<file path="src/rtl/sysbus_arbiter.sv">
// Round-robin owner arbiter for the shared system bus, with a one-cycle turnaround between owners.
// Optional busy-hold watchdog is built when SYSBUS_ARB_WDOG_EN is defined.
module sysbus_arbiter #(
  parameter int NUM_REQ     = 4,
  parameter int OWNER_WIDTH = 2,
  parameter int WDOG_CYCLES = 64
) (
  input  logic                   clk,
  input  logic                   reset,
  input  logic [NUM_REQ-1:0]     req,
  input  logic [NUM_REQ-1:0]     busy,
  output logic [NUM_REQ-1:0]     grant,
  output logic [OWNER_WIDTH-1:0] owner,
  output logic                   owner_vld,
  output logic                   wdog_err
);

  localparam logic [1:0] S_IDLE    = 2'd0;
  localparam logic [1:0] S_GRANT   = 2'd1;
  localparam logic [1:0] S_BUSY    = 2'd2;
  localparam logic [1:0] S_RELEASE = 2'd3;

  logic [1:0]             state;
  logic [OWNER_WIDTH-1:0] last;
  logic [OWNER_WIDTH-1:0] pick;
  logic [OWNER_WIDTH-1:0] cand;
  logic                   pick_vld;
  logic [NUM_REQ-1:0]     busy_eff;
  logic                   wdog_hit;

  // Scan from the farthest candidate down to last+1 so the nearest set request is written last and wins.
  // NOTE: every always_comb output gets a default first, otherwise a path that skips it infers a latch.
  always_comb begin
    pick     = '0;
    pick_vld = 1'b0;
    cand     = '0;
    for (int i = NUM_REQ; i >= 1; i--) begin
      cand = OWNER_WIDTH'((int'(last) + i) % NUM_REQ);
      if (req[cand]) begin
        pick     = cand;
        pick_vld = 1'b1;
      end
    end
  end

`ifdef SYSBUS_ARB_WDOG_EN
  localparam int CW = $clog2(WDOG_CYCLES + 1);

  logic [CW-1:0]      wdog_cnt;
  logic [NUM_REQ-1:0] wdog_mask;

  // A revoked requester's busy stays masked until it finally lets go of the bus.
  assign busy_eff = busy & ~wdog_mask;
  assign wdog_hit = (state == S_BUSY) && busy[owner] && (wdog_cnt == CW'(WDOG_CYCLES - 1));

  always_ff @(posedge clk) begin
    if (reset) begin
      wdog_cnt  <= '0;
      wdog_mask <= '0;
      wdog_err  <= 1'b0;
    end else begin
      wdog_err  <= wdog_hit;
      wdog_mask <= (wdog_mask & busy) | (wdog_hit ? grant : '0);
      if (state == S_GRANT && busy_eff[owner]) begin
        wdog_cnt <= '0;
      end else if (state == S_BUSY) begin
        wdog_cnt <= wdog_cnt + 1'b1;
      end
    end
  end
`else
  assign busy_eff = busy;
  assign wdog_hit = 1'b0;
  assign wdog_err = 1'b0;
`endif

  // NOTE: state registers use non-blocking assignments so every flop samples pre-edge values.
  always_ff @(posedge clk) begin
    if (reset) begin
      state <= S_IDLE;
      grant <= '0;
      owner <= '0;
      last  <= OWNER_WIDTH'(NUM_REQ - 1);
    end else begin
      case (state)
        S_IDLE: begin
          if (pick_vld) begin
            owner <= pick;
            grant <= {{(NUM_REQ-1){1'b0}}, 1'b1} << pick;
            state <= S_GRANT;
          end
        end
        S_GRANT: begin
          if (busy_eff[owner]) begin
            state <= S_BUSY;
          end else if (!req[owner]) begin
            grant <= '0;
            state <= S_IDLE;
          end
        end
        S_BUSY: begin
          if (!busy[owner] || wdog_hit) begin
            grant <= '0;
            last  <= owner;
            state <= S_RELEASE;
          end
        end
        default: state <= S_IDLE;
      endcase
    end
  end

  assign owner_vld = |grant;

endmodule
</file>
<file path="config.mk">
export PLATFORM = sky130hd
export DESIGN_NAME = sysbus_arbiter
export DESIGN_NICKNAME = d
export VERILOG_FILES = /design/src/rtl/sysbus_arbiter.sv
export SDC_FILE = /design/constraint.sdc
export NUM_CORES = 1
export LEC_CHECK = 0
export CELL_PAD_IN_SITES_DETAIL_PLACEMENT = 1
export CELL_PAD_IN_SITES_GLOBAL_PLACEMENT = 1
export CORE_MARGIN = 2
export CORE_UTILIZATION = 39
export CTS_CLUSTER_DIAMETER = 60
export DETAILED_ROUTE_END_ITERATION = 10
export MAX_ROUTING_LAYER = met4
export PLACE_DENSITY = 0.78
export SYNTH_ARGS = -nofsm -noshare
export SYNTH_HDL_FRONTEND = slang
export SYNTH_SLANG_ARGS = --single-unit
</file>
<file path="constraint.sdc">
create_clock -name clk -period 3.2 [get_ports clk]
set_clock_uncertainty 0.05 [all_clocks]
set_input_delay 0.96 -clock clk [delete_from_list [all_inputs] [get_ports clk]]
set_output_delay 0.96 -clock clk [all_outputs]
set_load 0.05 [all_outputs]
</file>
==> results of run 1 <==
kinds of logic (layout without fill, tap and decap cells):
group	after synthesis	count (layout)	share of synthesized area [%]
other	1	1	0.471
flip-flops	10	10	25.2
adder cells (fa/ha/maj)	4	4	6.29
AO/OA/AOI/OAI	20	20	23.1
multiplexers	9	9	13.1
buffers and inverters	10	27	6.92
AND/OR/NAND/NOR	33	33	25.0
layout make-up:
cell class | count | area (sq um) | area share (%)
Inverter | 6 | 22.5 | 2.25
Tap cell | 27 | 33.8 | 3.38
Multi-Input combinational cell | 67 | 541 | 54.0
Sequential cell | 10 | 200 | 20.0
Clock buffer | 4 | 36.3 | 3.62
Timing Repair Buffer | 17 | 168 | 16.8
metrics by stage:
step	area, sq um	utilization, %	setup slack, ns	hold WS, ns
floorplan	796	-	0.894	0.418
global placement	965	49.7	0.429	0.429
detailed placement	965	49.7	0.355	0.442
CTS	1000	51.5	0.320	0.460
global route	1000	51.5	0.270	0.483
finish	1000	51.5	0.336	0.455
cell usage after synthesis, types with 2 or more instances:
| cell type | n | area, sq um |
|---|---|---|
| inv_1 | 6 | 22.5 |
| o41a_1 | 2 | 22.5 |
| nand2_1 | 3 | 11.3 |
| nor3_1 | 4 | 20.0 |
| mux2i_1 | 7 | 70.1 |
| nand2b_1 | 8 | 50.1 |
| ha_1 | 4 | 50.1 |
| nor2_1 | 8 | 30.0 |
| a211o_1 | 3 | 26.3 |
| dfxtp_1 | 10 | 200 |
worst register-to-register path, stage by stage, from the launching register on:
cell and delay [ns]:
dfxtp_1 0.42, inv_1 0.10, ha_1 0.30, or2_2 0.30, a2111oi_0 0.59, o31ai_1 0.16, mux2i_1 0.16
where the power goes:
part	internal (W)	leakage [nW]	switching, W
sequential	0.000158	0.0818	0.0000449
combinational	0.000200	0.279	0.000279
clock	0.0000692	0.0210	0.0000523
layer usage:
layer,share of wire [%],global-route usage [%],up-vias,wire length [microns]
li1,-,-,356,-
met1,44,22.3,353,859
met2,51,34.2,18,996
met3,4.1,3.99,2,80
met4,1.4,5.71,0,27
met5,0,-,-,0
flip-flops by register name, summed over array words and instances (netlist names):
name / flops
last: 2
state: 2
owner: 2
grant: 4
cells in the final DEF, fill, tap and decap left out, types with 2 or more instances in the layout:
master           Yosys  final
clkdlybuf4s50_1      0     16
clkbuf_4             0      3
dfxtp_1             10     10
ha_1                 4      4
o41a_1               2      2
mux2i_1              7      7
nor2_1               8      8
inv_1                6      6
a211o_1              3      3
nor3_1               4      4
nand2b_1             8      8
nand2_1              3      3
final timing paths:
kind / end / slack (ns) / cells after the start / start
max reg2reg: grant[3] / 1.05 / 6 / state[0]
max: owner_vld / 0.34 / 2 / grant[3]
min reg2reg: grant[3] / 0.46 / 2 / grant[3]
min: grant[3] / 0.46 / 2 / grant[3]
==> flow_metrics.tcl, run 1 <==
set metrics [dict create \
    status "complete, no violations" \
    drc 0 \
    maxCapViolCount 0 \
    cts_resized 0 \
    gr-total-overflow 0 \
    hold_path.class "reg -> reg" \
    place_congestion 0.739 \
    cts_root_buffer "clkbuf_4" \
    drt_wl_total_microns 1960 \
    syn_area_sq_um 796 \
    postCtsSetupBuffers 0 \
    cp_cell_sequence "or4_1 > clkdlybuf4s50_1" \
    slowest_delay_ns 0.72 \
    min_period_ns 2.86 \
    synthToLayoutAreaGrowth_pct 25.8 \
    max-slew-margin-rel_pct 56.4 \
    finalCritPeriodShare_pct 89.5 \
    core-area_sq_mm 0.00194 \
    die_h_microns 49.2 \
    p_leak_nw 0.382 \
    final_net_count 119 \
    tritoncts "yes" \
    track_usage_pct 19.5 \
    grt_max_degree 13 \
    drt_pass1_iterations 3 \
    synth-seq-area-share_pct 25.2 \
    ys_types 42 \
    post_drt_wl_per_cell_microns 15.0 \
    port_buffers 16 \
    start_util_pct 41.0 \
    critPathSlowestCell "clkdlybuf4s50_1" \
    fill_cells 244 \
    fp.dieArea_sq_mm 0.00242 \
    h-tree-depth 1 \
    path_max_fanout 3 \
    cts.clk_slew.worst_paths_ns 0.07 \
    worstSetupStartpointType "flip-flop" \
    vias 729 \
    avgSynthCellArea_sq_um 9.15 \
    drtIter0Drc 2 \
    rows 16 \
    peakVddDrop_mv 0.471 \
    setup_tns_ns 0 \
    worstPathBufferInverterCount 1 \
    diodes 0 \
    crit_type "reg -> out" \
    cp.arrival_ns 1.85 \
    stdcell_count 131 \
    clk_latency_ns 0.28 \
    cp-end-kind "output pin" \
    hold_viol 0 \
    finalPower_w 0.000804 \
    fmax_mhz 349 \
    cts_made_buffers 3 \
    synthArstFlopShare_pct 0 \
    synthFlopType "dfxtp_1" \
    worst_pin_slew_ns 0.637 \
    cts_sinks 10 \
    powerDensity_mw_per_mm2 803 \
    synthCells 87 \
    ant_nets 0 \
    worst_ep_required_time_ns 2.19 \
    synth_edf_count 0 \
    drive_above_1_share_pct 15.4 \
    synth_nets 101 \
    postCtsHoldBufs 0 \
    ys.warnings.count 0 \
    clockBufferDepth 2 \
    grt_pass1_vias 799 \
    antenna_found_initial 0 \
    grt_pass1_wl_microns 3570 \
    avgViaCountPerCell 5.56 \
    die_w_microns 49.2 \
    place_inst 127 \
    rsz0062_at_grt "no" \
    cpLargestDelayFamily "buffers and inverters" \
    synth_seq_cells 10 \
    setup_viol 0 \
    maxSlewViolCount 0 \
    io-pin-count 18 \
    dp_hpwl_microns 1540 \
]
(Power assumes the default switching activity.)
==> inputs of run 2 (changes only) <==
- SLEW_MARGIN: not set -> 20
==> results of run 2 <==
Final layout, timing and power as in run 1 (identical DEF).
==> inputs of run 3 (changes only) <==
- GPL_TIMING_DRIVEN: not set -> 0
==> run 3 against run 2 <==
Against the previous run:
- via count is 3.7% higher
- largest cell class unchanged
- critical path type is now in -> reg
- critical endpoint is now grant[3]
- routed wire length is 6.5% higher
- count of clock-buffer cells in the layout stayed put
- sequential share of layout area is 0.49 points lower
- cell count is 2.3% higher
- first-iteration DRC count grew to 7.5 times the previous value
==> flow_metrics.tcl, run 3 (synthesis results as in run 1) <==
set metrics [dict create \
    core-area_sq_mm 0.00194 \
    die_h_microns 49.2 \
    antenna_found_initial 0 \
    hold_ws_ns 0.459 \
    cp.arrival_ns 3.01 \
    h-tree-depth 1 \
    cts_made_buffers 3 \
    worst_ep_required_time_ns 3.35 \
    place_congestion 0.770 \
    cp_cell_sequence "clkdlybuf4s50_1 > or2b_2 > a2111oi_0 > o31ai_1 > mux2i_1" \
    track_usage_pct 19.5 \
    final_cell_mix "clkdlybuf4s50_1 (16), dfxtp_1 (10), nand2b_1 (8), nor2_1 (8), mux2i_1 (7)" \
    max-slew-margin-rel_pct 40.7 \
    start_util_pct 41.0 \
    hold_viol 0 \
    final_common_cell "clkdlybuf4s50_1" \
    drt_wl_total_microns 2090 \
    cts.clk_slew.worst_paths_ns 0.07 \
    grt_max_degree 11 \
    place_inst 130 \
    io-pin-count 18 \
    worst_pin_slew_ns 0.867 \
    rows 16 \
    cpLargestDelayFamily "compound AO/OA/AOI/OAI gates" \
    critPathSlowestCell "a2111oi_0" \
    cts_sinks 10 \
    min_period_ns 2.86 \
    clk_latency_ns 0.27 \
    synthToLayoutAreaGrowth_pct 28.9 \
    avgViaCountPerCell 5.64 \
    drt_pass1_iterations 4 \
    die_w_microns 49.2 \
    clockBufferDepth 2 \
    post_drt_wl_per_cell_microns 15.6 \
    setup_ws_ns 0.337 \
    maxCapViolCount 0 \
    final_net_count 122 \
    diodes 0 \
    rsz0062_at_grt "no" \
    fmax_mhz 349 \
    drtIter0Drc 15 \
    port_buffers 16 \
    setup_viol 0 \
    ant_nets 0 \
    peakVddDrop_mv 0.583 \
    grt_pass1_vias 809 \
    worstPathBufferInverterCount 1 \
    largest_reg_flops 4 \
    setup_tns_ns 0 \
    path_max_fanout 6 \
    gr-total-overflow 0 \
    top_register "grant" \
    postCtsSetupBuffers 0 \
    cts_resized 0 \
    cts_root_buffer "clkbuf_4" \
    drive_above_1_share_pct 16.8 \
    grt_pass1_wl_microns 3540 \
    drc 0 \
    crit_type "in -> reg" \
    dp_hpwl_microns 1620 \
    powerDensity_mw_per_mm2 801 \
    p_leak_nw 0.399 \
    hold_path.class "reg -> reg" \
    cp-end-kind "flip-flop" \
    status "complete, no violations" \
    fp.dieArea_sq_mm 0.00242 \
    finalCritPeriodShare_pct 89.5 \
    vias 756 \
    tritoncts "yes" \
    worstSetupStartpointType "input port" \
    stdcell_count 134 \
    place_ws_ns 0.123 \
    maxSlewViolCount 0 \
    postCtsHoldBufs 0 \
    slowest_delay_ns 0.75 \
]
run 3: worst min-delay path, stage by stage (launching register included):
cell and delay (ns):
dfxtp_1 0.33, nand2b_1 0.07, mux2i_1 0.06
run 3: metal layers:
metal  GRT usage, %  wire, microns  up-vias
met5              -              0        -
met4           8.10             25        0
met3           4.60             94        4
met2           32.0           1000       28
met1           22.7            969      364
li1               -              -      360
run 3: path summary, 6_finish.rpt:
path / cells after the start / slack (ns) / to / startpoint
hold / removal: 2 / 0.46 / grant[3] / grant[3]
setup / recovery: 5 / 0.34 / grant[3] / req[3]
setup reg to reg: 6 / 0.76 / grant[3] / state[0]
hold reg to reg: 2 / 0.46 / grant[3] / grant[3]
run 3: power breakdown:
group / switching, W / total (W) / leakage (nW) / internal, W
Clock: 0.0000525 / 0.000122 / 0.0210 / 0.0000691
Sequential: 0.0000327 / 0.000191 / 0.0818 / 0.000158
Combinational: 0.000297 / 0.000509 / 0.296 / 0.000212
Total: 0.000382 / 0.000821 / 0.399 / 0.000440
run 3: area by class of cell:
class                           instances  area, sq um
Multi-Input combinational cell         67          541
Inverter                                6         22.5
Timing Repair Buffer                   16          160
Tap cell                               27         33.8
Sequential cell                        10          200
Buffer                                  4         32.5
Fill cell                             240          916
Clock buffer                            4         36.3
run 3: stage by stage:
step                      total power [W]  util, %  cell area [sq um]
after global placement           0.000686     51.0                990
after floorplan                  0.000566        -                796
after CTS                        0.000824     52.8               1030
after detailed placement         0.000701     51.0                990
final                            0.000821     52.8               1030
after global routing             0.000873     52.8               1030
